## config.mk

```make
export PLATFORM = sky130hd
export DESIGN_NAME = umul_add_seq
export DESIGN_NICKNAME = d
export VERILOG_FILES = /design/src/rtl/umul_add_seq_pkg.sv /design/src/rtl/umuladd_adder64.sv /design/src/rtl/umul_add_seq.sv
export SDC_FILE = /design/constraint.sdc
export NUM_CORES = 1
export LEC_CHECK = 0
export CAP_MARGIN = 20
export CORE_ASPECT_RATIO = 1.25
export CORE_MARGIN = 3
export CORE_UTILIZATION = 53
export DETAILED_ROUTE_END_ITERATION = 8
export GPL_TIMING_DRIVEN = 0
export PLACE_DENSITY = 0.8
export SYNTH_ARGS = -nofsm -noshare
export SYNTH_HDL_FRONTEND = slang
export SYNTH_SLANG_ARGS = --single-unit
```

## constraint.sdc

```tcl
create_clock -name clk -period 22.8 [get_ports clk]
set_input_delay 4.56 -clock clk [delete_from_list [all_inputs] [get_ports clk]]
set_output_delay 4.56 -clock clk [all_outputs]
set_load 0.01 [all_outputs]
```

## src/rtl/umul_add_seq_pkg.sv

```systemverilog
// Shared constants and state encoding for the sequential multiply-add (A*B+C).
package umul_add_seq_pkg;

  localparam int unsigned UmulWidth = 32;
  localparam int unsigned UmulIters = 32;

  typedef enum logic [1:0] {
    StIdle = 2'd0,
    StRun  = 2'd1,
    StDone = 2'd2
  } state_e;

endpackage

```

## src/rtl/umuladd_adder64.sv

```systemverilog
// Ripple-carry adder made of chained full-add cells; carry out is exported for the caller.
module umuladd_adder64 #(
  parameter int unsigned Width = 64
) (
  input  logic [Width-1:0] a_i,
  input  logic [Width-1:0] b_i,
  output logic [Width-1:0] sum_o,
  output logic             cout_o
);

  always_comb begin
    logic c;
    c      = 1'b0;
    sum_o  = '0;
    for (int i = 0; i < Width; i++) begin
      sum_o[i] = a_i[i] ^ b_i[i] ^ c;
      c        = (a_i[i] & b_i[i]) | (c & (a_i[i] ^ b_i[i]));
    end
    cout_o = c;
  end

endmodule

```

## src/rtl/umul_add_seq.sv

```systemverilog
// Sequential shift-add multiplier computing Product = A*B + C, one partial product per cycle.
// Optional macro UMULADD_EARLY_TERM_EN stops as soon as the remaining multiplier bits are zero.
module umul_add_seq
  import umul_add_seq_pkg::*;
#(
  parameter int unsigned WIDTH = UmulWidth
) (
  input  logic               clk,
  input  logic               rst_n,
  input  logic               start,
  input  logic [WIDTH-1:0]   Multiplicand,
  input  logic [WIDTH-1:0]   Multiplier,
  input  logic [WIDTH-1:0]   Addend,
  output logic [2*WIDTH-1:0] Product,
  output logic               busy,
  output logic               done
);

  localparam int unsigned AccW = 2 * WIDTH;
  localparam int unsigned CntW = $clog2(UmulIters);
  localparam logic [CntW-1:0] LastCnt = CntW'(UmulIters - 1);

  state_e          state_q, state_d;
  logic [AccW-1:0] a_q, a_d;
  logic [AccW-1:0] acc_q, acc_d;
  logic [WIDTH-1:0] b_q, b_d;
  logic [CntW-1:0] cnt_q, cnt_d;
  logic [AccW-1:0] pp;
  logic [AccW-1:0] sum;
  logic            sum_unused_carry;
  logic            last_iter;

  // a_q holds A already shifted by the iteration count, so no barrel shifter is needed.
  assign pp = b_q[0] ? a_q : '0;

  umuladd_adder64 #(
    .Width (AccW)
  ) u_adder (
    .a_i    (acc_q),
    .b_i    (pp),
    .sum_o  (sum),
    .cout_o (sum_unused_carry)
  );

`ifdef UMULADD_EARLY_TERM_EN
  assign last_iter = (cnt_q == LastCnt) || (b_q[WIDTH-1:1] == '0);
`else
  assign last_iter = (cnt_q == LastCnt);
`endif

  always_comb begin
    state_d = state_q;
    a_d     = a_q;
    b_d     = b_q;
    acc_d   = acc_q;
    cnt_d   = cnt_q;
    unique case (state_q)
      StIdle: begin
        if (start) begin
          a_d     = AccW'(Multiplicand);
          b_d     = Multiplier;
          acc_d   = AccW'(Addend);
          cnt_d   = '0;
          state_d = StRun;
        end
      end
      StRun: begin
        acc_d = sum;
        a_d   = a_q << 1;
        b_d   = b_q >> 1;
        cnt_d = cnt_q + CntW'(1);
        if (last_iter) begin
          state_d = StDone;
        end
      end
      StDone: begin
        state_d = StIdle;
      end
      default: begin
        state_d = StIdle;
      end
    endcase
  end

  always_ff @(posedge clk or negedge rst_n) begin
    if (!rst_n) begin
      state_q <= StIdle;
      a_q     <= '0;
      b_q     <= '0;
      acc_q   <= '0;
      cnt_q   <= '0;
    end else begin
      state_q <= state_d;
      a_q     <= a_d;
      b_q     <= b_d;
      acc_q   <= acc_d;
      cnt_q   <= cnt_d;
    end
  end

  assign Product = acc_q;
  assign busy    = (state_q != StIdle);
  assign done    = (state_q == StDone);

endmodule

```

==> results of run 1 <==
[metal layers]
| layer | up-vias | track usage (%) | wire length (um) |
|---|---|---|---|
| met3 | 57 | 5.26 | 1710 |
| met1 | 3785 | 37.0 | 10300 |
| li1 | 3503 | - | - |
| met2 | 267 | 44.4 | 12700 |
| met5 | - | 0 | 25 |
| met4 | 4 | 11.8 | 768 |
[worst min-delay path, delay by kind of cell (launching register included)]
family / cells / cell delay, ns
and+or+nand+nor: 1 / 0.05
DFF: 1 / 0.36
AOI/OAI and AO/OA: 1 / 0.06
[cells by family (layout without fill, tap and decap cells)]
| group | Yosys count | after routing | synth area share, % |
|---|---|---|---|
| and+or+nand+nor | 216 | 216 | 12.6 |
| adders and majority gates | 65 | 65 | 13.9 |
| muxes | 1 | 1 | 0.109 |
| DFF | 167 | 167 | 45.4 |
| AOI/OAI and AO/OA | 343 | 343 | 22.8 |
| buffers and inverters | 114 | 309 | 5.18 |
[repair_timing]
action | in CTS | in global routing
hold endpoints to repair | 0 | 0
hold buffers | 0 | 0
setup buffers | 0 | 0
endpoints found under the setup margin | 0 | 2
resized for setup | 0 | 6
[state kept, by name (all words and copies together), names as in the netlist]
register / count
cnt_q: 5
b_q: 32
Product: 64
state_q: 2
a_q: 64
[layout by cell type, fill, tap and decap left out, types with 6 or more instances in the layout]
cell type and instances:
nor2b_1 82, buf_2 27, nand2_1 79, o21ai_1 6
a31oi_1 14, a22o_1 36, a21oi_1 81, and2_1 47
dfrtp_1 167, fa_1 62, clkdlybuf4s50_1 163, clkbuf_1 40
a22oi_1 78, inv_1 40, clkbuf_16 17, o21ai_0 119
[worst paths after layout]
check / cells after the start / to / start
max reg2reg: 76 / Product[63]$_DFFE_PN0P_ / b_q[0]$_DFFE_PN0P_
min reg2reg: 2 / a_q[14]$_DFFE_PN0P_ / a_q[14]$_DFFE_PN0P_
max: 76 / Product[63]$_DFFE_PN0P_ / b_q[0]$_DFFE_PN0P_
min: 2 / a_q[14]$_DFFE_PN0P_ / a_q[14]$_DFFE_PN0P_
min in group asynchronous: 1 / b_q[16]$_DFFE_PN0P_ / rst_n
max in group asynchronous: 2 / Product[43]$_DFFE_PN0P_ / rst_n
[cell type report]
cell class / instances / share of cell area [%]
multi-input cells: 625 / 38.7
flip-flops and latches: 167 / 35.6
repair buffers: 165 / 14.3
clock buffers: 22 / 4.13
plain buffers: 74 / 2.82
well taps: 220 / 2.35
inverters: 40 / 1.28
clock inverters: 8 / 0.831
[power breakdown]
group	internal, mW	leakage [nW]	switching, mW
Combinational	0.300	2.49	0.299
Sequential	0.425	2.14	0.119
Clock	0.171	0.280	0.117
Total	0.896	4.91	0.535
==> results by group, run 1 <==
Outcome
  • Status: complete, no violations

Worst setup path
  • Most numerous cell on the critical path: fa_1
  • Peak fanout along the critical path: 10
  • CP endpoint kind: register
  • CP Class: register to register
  • Critical path required time: 23.17 ns
  • Worst path bufs/invs: 9
  • Slowest cell delay on critical path: 0.47 ns
  • Slowest CP cell: or4_1
  • Internal reg-to-reg setup slack: 1.10 ns
  • Largest delay contributor family on the critical path: adder cells
  • WP data arrival: 22.07 ns
  • Worst setup SP type: register

Clock network
  • Total CTS buffers: 17
  • Clock latency on the worst-skew pair: 0.43 ns
  • CTS tree: built
  • Htree depth: 4
  • Root buffer cell: clkbuf_16
  • Clk slew on worst S/H paths: 0.06 ns
  • Clock sink total: 167
  • Clock tree buffer depth: 2

Global routing
  • GRT Residual Overflow: 0
  • Largest net degree at the start of global routing: 85
  • Initial antenna violation count: 2
  • Vias in the first global route: 7866
  • Tot GR Track Use: 27.8%
  • First-pass GRT wire length: 41200 um

Yosys
  • Register area share after synthesis: 45.4%
  • Dominant cell type by area after synthesis: dfrtp_1
  • Top cells by count, synth: dfrtp_1 (167), o21ai_0 (119), nor2b_1 (82)
  • Top post-synthesis cells by area: dfrtp_1 (45%), fa_1 (13%), o21ai_0 (6.5%)
  • #FFs+latches synth: 167
  • Synthesized area per cell: 10.2 um^2
  • Post-synth top flop: dfrtp_1
  • Synth Net Count: 1070
  • Number of flops mapped to enable cells by yosys: 0
  • Cell Area, Synth: 0.00920 mm^2
  • Post-Synthesis Cells: 906
  • Post-synth cell types: 30
  • Top cell type's share of synthesized area: 45.4%
  • Most common cell in the netlist: dfrtp_1
  • Fraction of registers with async set/reset: 100%
  • Yosys warns: 0

Drt
  • DRT Wirelength: 25500 um
  • Via count: 7616
  • Avg WL per Cell: 19.3 um
  • Drt initial violations: 688
  • DRC: 0
  • Via/cell ratio: 5.77
  • Routed Antenna Nets: 0
  • DRT Pass-1 Iters: 5

STA
  • Final Skew: 0.00931 ns
  • Tmin final: 21.70 ns
  • Setup TNS: 0 ns
  • Hold_ws: 0.497 ns
  • Final setup margin: 1.10 ns
  • Rel. slew slack: 54.4%
  • Measured slew at the worst slew-check pin: 0.684 ns
  • Fmax: 46.1 MHz
  • Period Utilization, post-route: 95.2%
  • RSZ-0062 raised after global routing: false
  • Max-slew violations: 0
  • Endpoints failing setup: 0
  • Final hold vios: 0

Floorplanning
  • I/O pins: 165
  • Initial Utilization: 54.4%
  • Die width: 124 um
  • Die Y: 153 um
  • Core area: 0.0169 mm^2
  • Total Die Area: 0.0190 mm^2
  • Core Rows: 53

Finish
  • Fill count: 1299
  • Share of cells above drive strength 1: 5.99%
  • Layout Cells excl Fill: 1321
  • Multi-input combinational cell area: 0.00455 mm^2
  • Area grow syn2layout: 27.6%
  • Register area: 0.00418 mm^2
  • Finished layout cell area: 0.0117 mm^2
  • Final #Nets: 1254
  • # diodes: 0
  • Final Util: 69.4%

Placed design
  • I/O Buffers: 164
  • RePlAce Congestion: 0.866
  • Placed Area: 0.0112 mm^2
  • HPWL Detailed: 18300 um
  • Post-Place Cells: 1291
  • Dpl ws: 0.580 ns

Pwr
  • Power, Total: 1.43 mW
  • Pwr per Cell Area: 122 mW/mm^2
  • Static leakage: 4.91 nW
  • VDD IR max: 0.0725 mV

Worst hold path
  • Worst min path class: register to register

Job
  • MaxCap Viol Count: 0
Power figures use the tool's default switching activity.
==> run 2, diff against run 1 <==
--- a/config.mk
+++ b/config.mk
@@ -6,12 +6,14 @@
 export NUM_CORES = 1
 export LEC_CHECK = 0
 export CAP_MARGIN = 20
+export CELL_PAD_IN_SITES_DETAIL_PLACEMENT = 0
+export CELL_PAD_IN_SITES_GLOBAL_PLACEMENT = 1
 export CORE_ASPECT_RATIO = 1.25
 export CORE_MARGIN = 3
-export CORE_UTILIZATION = 53
+export CORE_UTILIZATION = 41
 export DETAILED_ROUTE_END_ITERATION = 8
 export GPL_TIMING_DRIVEN = 0
-export PLACE_DENSITY = 0.8
+export PLACE_DENSITY_LB_ADDON = 0.1
 export SYNTH_ARGS = -nofsm -noshare
 export SYNTH_HDL_FRONTEND = slang
 export SYNTH_SLANG_ARGS = --single-unit
==> results by group, run 2 (synthesized netlist as in run 1, its figures left out) <==
Outcome
  • Status: complete, no violations

Floorplanning
  • Die Y: 173 um
  • Die width: 140 um
  • I/O pins: 165
  • Initial Utilization: 42.3%
  • Core Rows: 60
  • Total Die Area: 0.0243 mm^2
  • Core area: 0.0218 mm^2

STA
  • Rel. slew slack: 55.9%
  • Fmax: 46.2 MHz
  • Period Utilization, post-route: 95.0%
  • Final setup margin: 1.13 ns
  • Final hold vios: 0
  • Final Skew: 0.0122 ns
  • Endpoints failing setup: 0
  • Tmin final: 21.67 ns
  • Setup TNS: 0 ns
  • Max-slew violations: 0
  • Measured slew at the worst slew-check pin: 0.661 ns
  • RSZ-0062 raised after global routing: false

Worst setup path
  • Critical path required time: 23.16 ns
  • Slowest CP cell: or4_1
  • Peak fanout along the critical path: 10
  • R2R cell count: 76
  • Slowest cell delay on critical path: 0.47 ns
  • CP endpoint kind: register
  • Worst setup path startpoint: b_q[0]$_DFFE_PN0P_
  • WP data arrival: 22.03 ns
  • CP Class: register to register
  • Most numerous cell on the critical path: fa_1
  • Worst setup SP type: register
  • Crit Reg-Reg Startpoint: b_q[0]$_DFFE_PN0P_

Clock network
  • Root buffer cell: clkbuf_16
  • Clk slew on worst S/H paths: 0.07 ns
  • Htree depth: 4
  • Post-CTS Hold Buffers: 0
  • Setup bufs post-CTS: 0
  • Clock tree buffer depth: 2
  • Clock sink total: 167
  • Total CTS buffers: 17
  • Clock latency on the worst-skew pair: 0.43 ns
  • CTS tree: built

Worst hold path
  • Hold wc startpoint: cnt_q[2]$_DFFE_PN0P_
  • Worst Hold Depth: 1
  • Worst min path class: register to register

Global routing
  • Vias in the first global route: 7700
  • First-pass GRT wire length: 42700 um
  • Largest net degree at the start of global routing: 115
  • Tot GR Track Use: 22.1%
  • GRT Residual Overflow: 0
  • Initial antenna violation count: 0

Placed design
  • Post-Place Cells: 1350
  • RePlAce Congestion: 0.809
  • Dpl ws: 0.555 ns
  • HPWL Detailed: 19000 um
  • I/O Buffers: 164
  • Placed Area: 0.0112 mm^2

Finish
  • Most frequent cells in the layout: dfrtp_1 (167), clkdlybuf4s50_1 (163), o21ai_0 (119), nor2b_1 (82), a21oi_1 (81)
  • Layout Cells excl Fill: 1382
  • Final Util: 54.4%
  • Final #Nets: 1254
  • Area grow syn2layout: 28.7%
  • Leading cell type in the layout, fill and taps excluded: dfrtp_1
  • Finished layout cell area: 0.0118 mm^2
  • # diodes: 0
  • Share of cells above drive strength 1: 6.17%

Drt
  • Routed Antenna Nets: 0
  • Drt initial violations: 407
  • Avg WL per Cell: 19.1 um
  • Via/cell ratio: 5.33
  • DRT Wirelength: 26300 um
  • Via count: 7363
  • DRT Pass-1 Iters: 5
  • DRC: 0

Job
  • MaxCap Viol Count: 0

Pwr
  • Pwr per Cell Area: 122 mW/mm^2
  • VDD IR max: 0.0629 mV
  • Static leakage: 4.94 nW
[run 2: changes by cell type in the layout (fill, tap and decap cells not counted)]
cell,delta
buf_2,+1
bufinv_16,+1
clkbuf_8,-4
clkinv_2,-3
clkinv_4,+2
clkinvlp_4,-3
inv_6,+6
inv_8,+2
[run 2: area by class of cell]
type | count | area, um^2
Clock buffer | 19 | 433
Clock inverter | 13 | 183
Multi-Input combinational cell | 625 | 4550
Timing Repair Buffer | 165 | 1670
Fill cell | 2043 | 9920
Inverter | 40 | 150
Sequential cell | 167 | 4180
Tap cell | 279 | 349
Buffer | 74 | 333
[run 2: layer usage]
metal / up-vias / share of wire (%) / global-route usage (%)
met5: - / 0 / 0
met4: 0 / 1.3 / 4.81
met3: 18 / 4.5 / 3.64
met2: 173 / 50 / 37.2
met1: 3670 / 44 / 30.4
li1: 3502 / - / -
[run 2: final timing paths]
kind / end / slack (ns)
max: Product[63]$_DFFE_PN0P_ / 1.13
min: cnt_q[2]$_DFFE_PN0P_ / 0.50
max reg2reg: Product[63]$_DFFE_PN0P_ / 1.13
min reg2reg: cnt_q[2]$_DFFE_PN0P_ / 0.50
max in group asynchronous: a_q[26]$_DFFE_PN0P_ / 17.84
min in group asynchronous: b_q[13]$_DFFE_PN0P_ / 4.03
[run 2: where the power goes]
| part | internal, mW | leakage, nW | switching (mW) |
|---|---|---|---|
| clock | 0.177 | 0.302 | 0.132 |
| sequential | 0.425 | 2.14 | 0.117 |
| combinational | 0.298 | 2.50 | 0.292 |
[run 2: stage by stage]
step,power (mW),hold slack (ns)
floorplan,0.873,0.456
global placement,1.13,0.480
detailed placement,1.14,0.484
CTS,1.46,0.493
global route,1.56,0.514
finish,1.44,0.498
[run 2: repair_timing]
action | 4_1_cts | 5_1_grt
endpoints found under the hold margin | 0 | 0
setup endpoints to repair | 0 | 2
gates resized for setup | 0 | 9
[run 2: critical path, delay by kind of cell, from the launching register on]
family	cells	cell delay, ns
fa+ha+maj	63	19.30
buf+inv	9	1.08
simple gates	3	0.73
flops	1	0.36
compound gates	1	0.15
==> run 3, diff against run 2 <==
--- a/config.mk
+++ b/config.mk
@@ -6,11 +6,11 @@
 export NUM_CORES = 1
 export LEC_CHECK = 0
 export CAP_MARGIN = 20
-export CELL_PAD_IN_SITES_DETAIL_PLACEMENT = 0
+export CELL_PAD_IN_SITES_DETAIL_PLACEMENT = 1
 export CELL_PAD_IN_SITES_GLOBAL_PLACEMENT = 1
 export CORE_ASPECT_RATIO = 1.25
 export CORE_MARGIN = 3
-export CORE_UTILIZATION = 41
+export CORE_UTILIZATION = 30
 export DETAILED_ROUTE_END_ITERATION = 8
 export GPL_TIMING_DRIVEN = 0
 export PLACE_DENSITY_LB_ADDON = 0.1
==> results by group, run 3 (synthesized netlist as in run 1, its figures left out) <==
Global routing
  • Largest net degree at the start of global routing: 93
  • Vias in the first global route: 8293
  • Initial antenna violation count: 0
  • GRT Residual Overflow: 0
  • Tot GR Track Use: 19.1%
  • First-pass GRT wire length: 48900 um

STA
  • Final setup margin: 1.40 ns
  • RSZ-0062 raised after global routing: false
  • Endpoints failing setup: 0
  • Rel. slew slack: 50.0%
  • Final Skew: 0.0111 ns
  • Tmin final: 21.40 ns
  • Measured slew at the worst slew-check pin: 0.750 ns
  • Final hold vios: 0
  • Setup TNS: 0 ns
  • Period Utilization, post-route: 93.8%
  • Max-slew violations: 0
  • Fmax: 46.7 MHz

Clock network
  • Clock sink total: 167
  • Clock latency on the worst-skew pair: 0.43 ns
  • Total CTS buffers: 17
  • Htree depth: 4
  • Root buffer cell: clkbuf_16
  • Post-CTS Hold Buffers: 0
  • CTS tree: built
  • Clk slew on worst S/H paths: 0.07 ns
  • Clock tree buffer depth: 2

Worst setup path
  • Critical path required time: 23.17 ns
  • WP data arrival: 21.76 ns
  • Most numerous cell on the critical path: fa_1
  • Slowest CP cell: or4_1
  • Slowest cell delay on critical path: 0.48 ns
  • Peak fanout along the critical path: 10
  • Largest delay contributor family on the critical path: adder cells
  • CP Class: register to register
  • CP endpoint kind: register
  • Worst setup SP type: register
  • Worst path bufs/invs: 9

Floorplanning
  • Die width: 163 um
  • Total Die Area: 0.0328 mm^2
  • Initial Utilization: 30.5%
  • Die Y: 202 um
  • Core area: 0.0302 mm^2
  • I/O pins: 165
  • Core Rows: 71

Worst hold path
  • Worst min path class: register to register

Finish
  • Most frequent cells in the layout: dfrtp_1 (167), clkdlybuf4s50_1 (163), o21ai_0 (119), nor2b_1 (82), a21oi_1 (81)
  • Register area: 0.00418 mm^2
  • Final #Nets: 1258
  • Fill count: 3424
  • Share of cells above drive strength 1: 6.59%
  • Multi-input combinational cell area: 0.00455 mm^2
  • # diodes: 0
  • Area grow syn2layout: 30.6%
  • Leading cell type in the layout, fill and taps excluded: dfrtp_1

Drt
  • Avg WL per Cell: 20.2 um
  • DRC: 0
  • Via/cell ratio: 4.97
  • DRT Pass-1 Iters: 4
  • Drt initial violations: 338
  • Via count: 7492
  • Routed Antenna Nets: 0
  • DRT Wirelength: 30400 um

Placed design
  • Dpl ws: 0.319 ns
  • RePlAce Congestion: 0.778
  • HPWL Detailed: 22000 um
  • I/O Buffers: 164

Outcome
  • Status: complete, no violations

Pwr
  • Static leakage: 4.94 nW
  • Pwr per Cell Area: 122 mW/mm^2
  • VDD IR max: 0.0508 mV

Job
  • MaxCap Viol Count: 0
run 3: cell types whose count changed in the layout (fill, tap and decap cells not counted), sizes merged:
cell / previous run / this run
clkbuf: 59 / 58
inv: 48 / 43
buf: 36 / 41
bufinv: 3 / 2
clkinvlp: 0 / 4
clkinv: 2 / 4
run 3: metal layers:
metal | GRT usage, % | wire [um] | vias to the layer above
li1 | - | - | 3504
met5 | 0 | 0 | -
met3 | 3.22 | 1110 | 22
met1 | 25.7 | 13800 | 3834
met4 | 4.17 | 395 | 0
met2 | 32.4 | 15100 | 132
run 3: cell type report:
type / instances / area share (%)
Inverter: 40 / 1.25
Sequential cell: 167 / 34.8
Clock buffer: 19 / 3.69
Tap cell: 401 / 4.17
Timing Repair Buffer: 169 / 14.2
Buffer: 74 / 2.88
Multi-Input combinational cell: 625 / 37.8
Clock inverter: 13 / 1.23
run 3: through the flow:
| stage | utilization [%] | cell area [um^2] | hold WS, ns | cells | total power [mW] |
|---|---|---|---|---|---|
| floorplan | - | 9200 | 0.456 | 906 | 0.873 |
| finish | 39.8 | 12000 | 0.494 | 1508 | 1.46 |
| global route | 39.8 | 12000 | 0.508 | 1508 | 1.59 |
| detailed placement | 37.7 | 11400 | 0.486 | 1472 | 1.17 |
| CTS | 39.6 | 12000 | 0.495 | 1504 | 1.48 |
| global placement | 37.6 | 11300 | 0.472 | 1471 | 1.15 |
run 3: final timing paths:
check	cells after the start	slack (ns)	startpoint	to
min in group asynchronous	1	4.16	rst_n	b_q[14]$_DFFE_PN0P_
hold / removal	1	0.49	cnt_q[2]$_DFFE_PN0P_	cnt_q[2]$_DFFE_PN0P_
hold reg to reg	1	0.49	cnt_q[2]$_DFFE_PN0P_	cnt_q[2]$_DFFE_PN0P_
max in group asynchronous	2	17.76	rst_n	a_q[62]$_DFFE_PN0P_
setup / recovery	76	1.40	b_q[0]$_DFFE_PN0P_	Product[63]$_DFFE_PN0P_
setup reg to reg	76	1.40	b_q[0]$_DFFE_PN0P_	Product[63]$_DFFE_PN0P_
run 3: timing repair:
action	4_1_cts	5_1_grt
endpoints found under the hold margin	0	0
setup buffers	0	4
setup endpoints to repair	0	3
gates resized for setup	0	15
run 3: report_power, final:
group          switching [mW]  internal [mW]  leakage, nW
clock                   0.136          0.166        0.277
sequential              0.121          0.425         2.14
combinational           0.309          0.305         2.52
total                   0.565          0.896         4.94
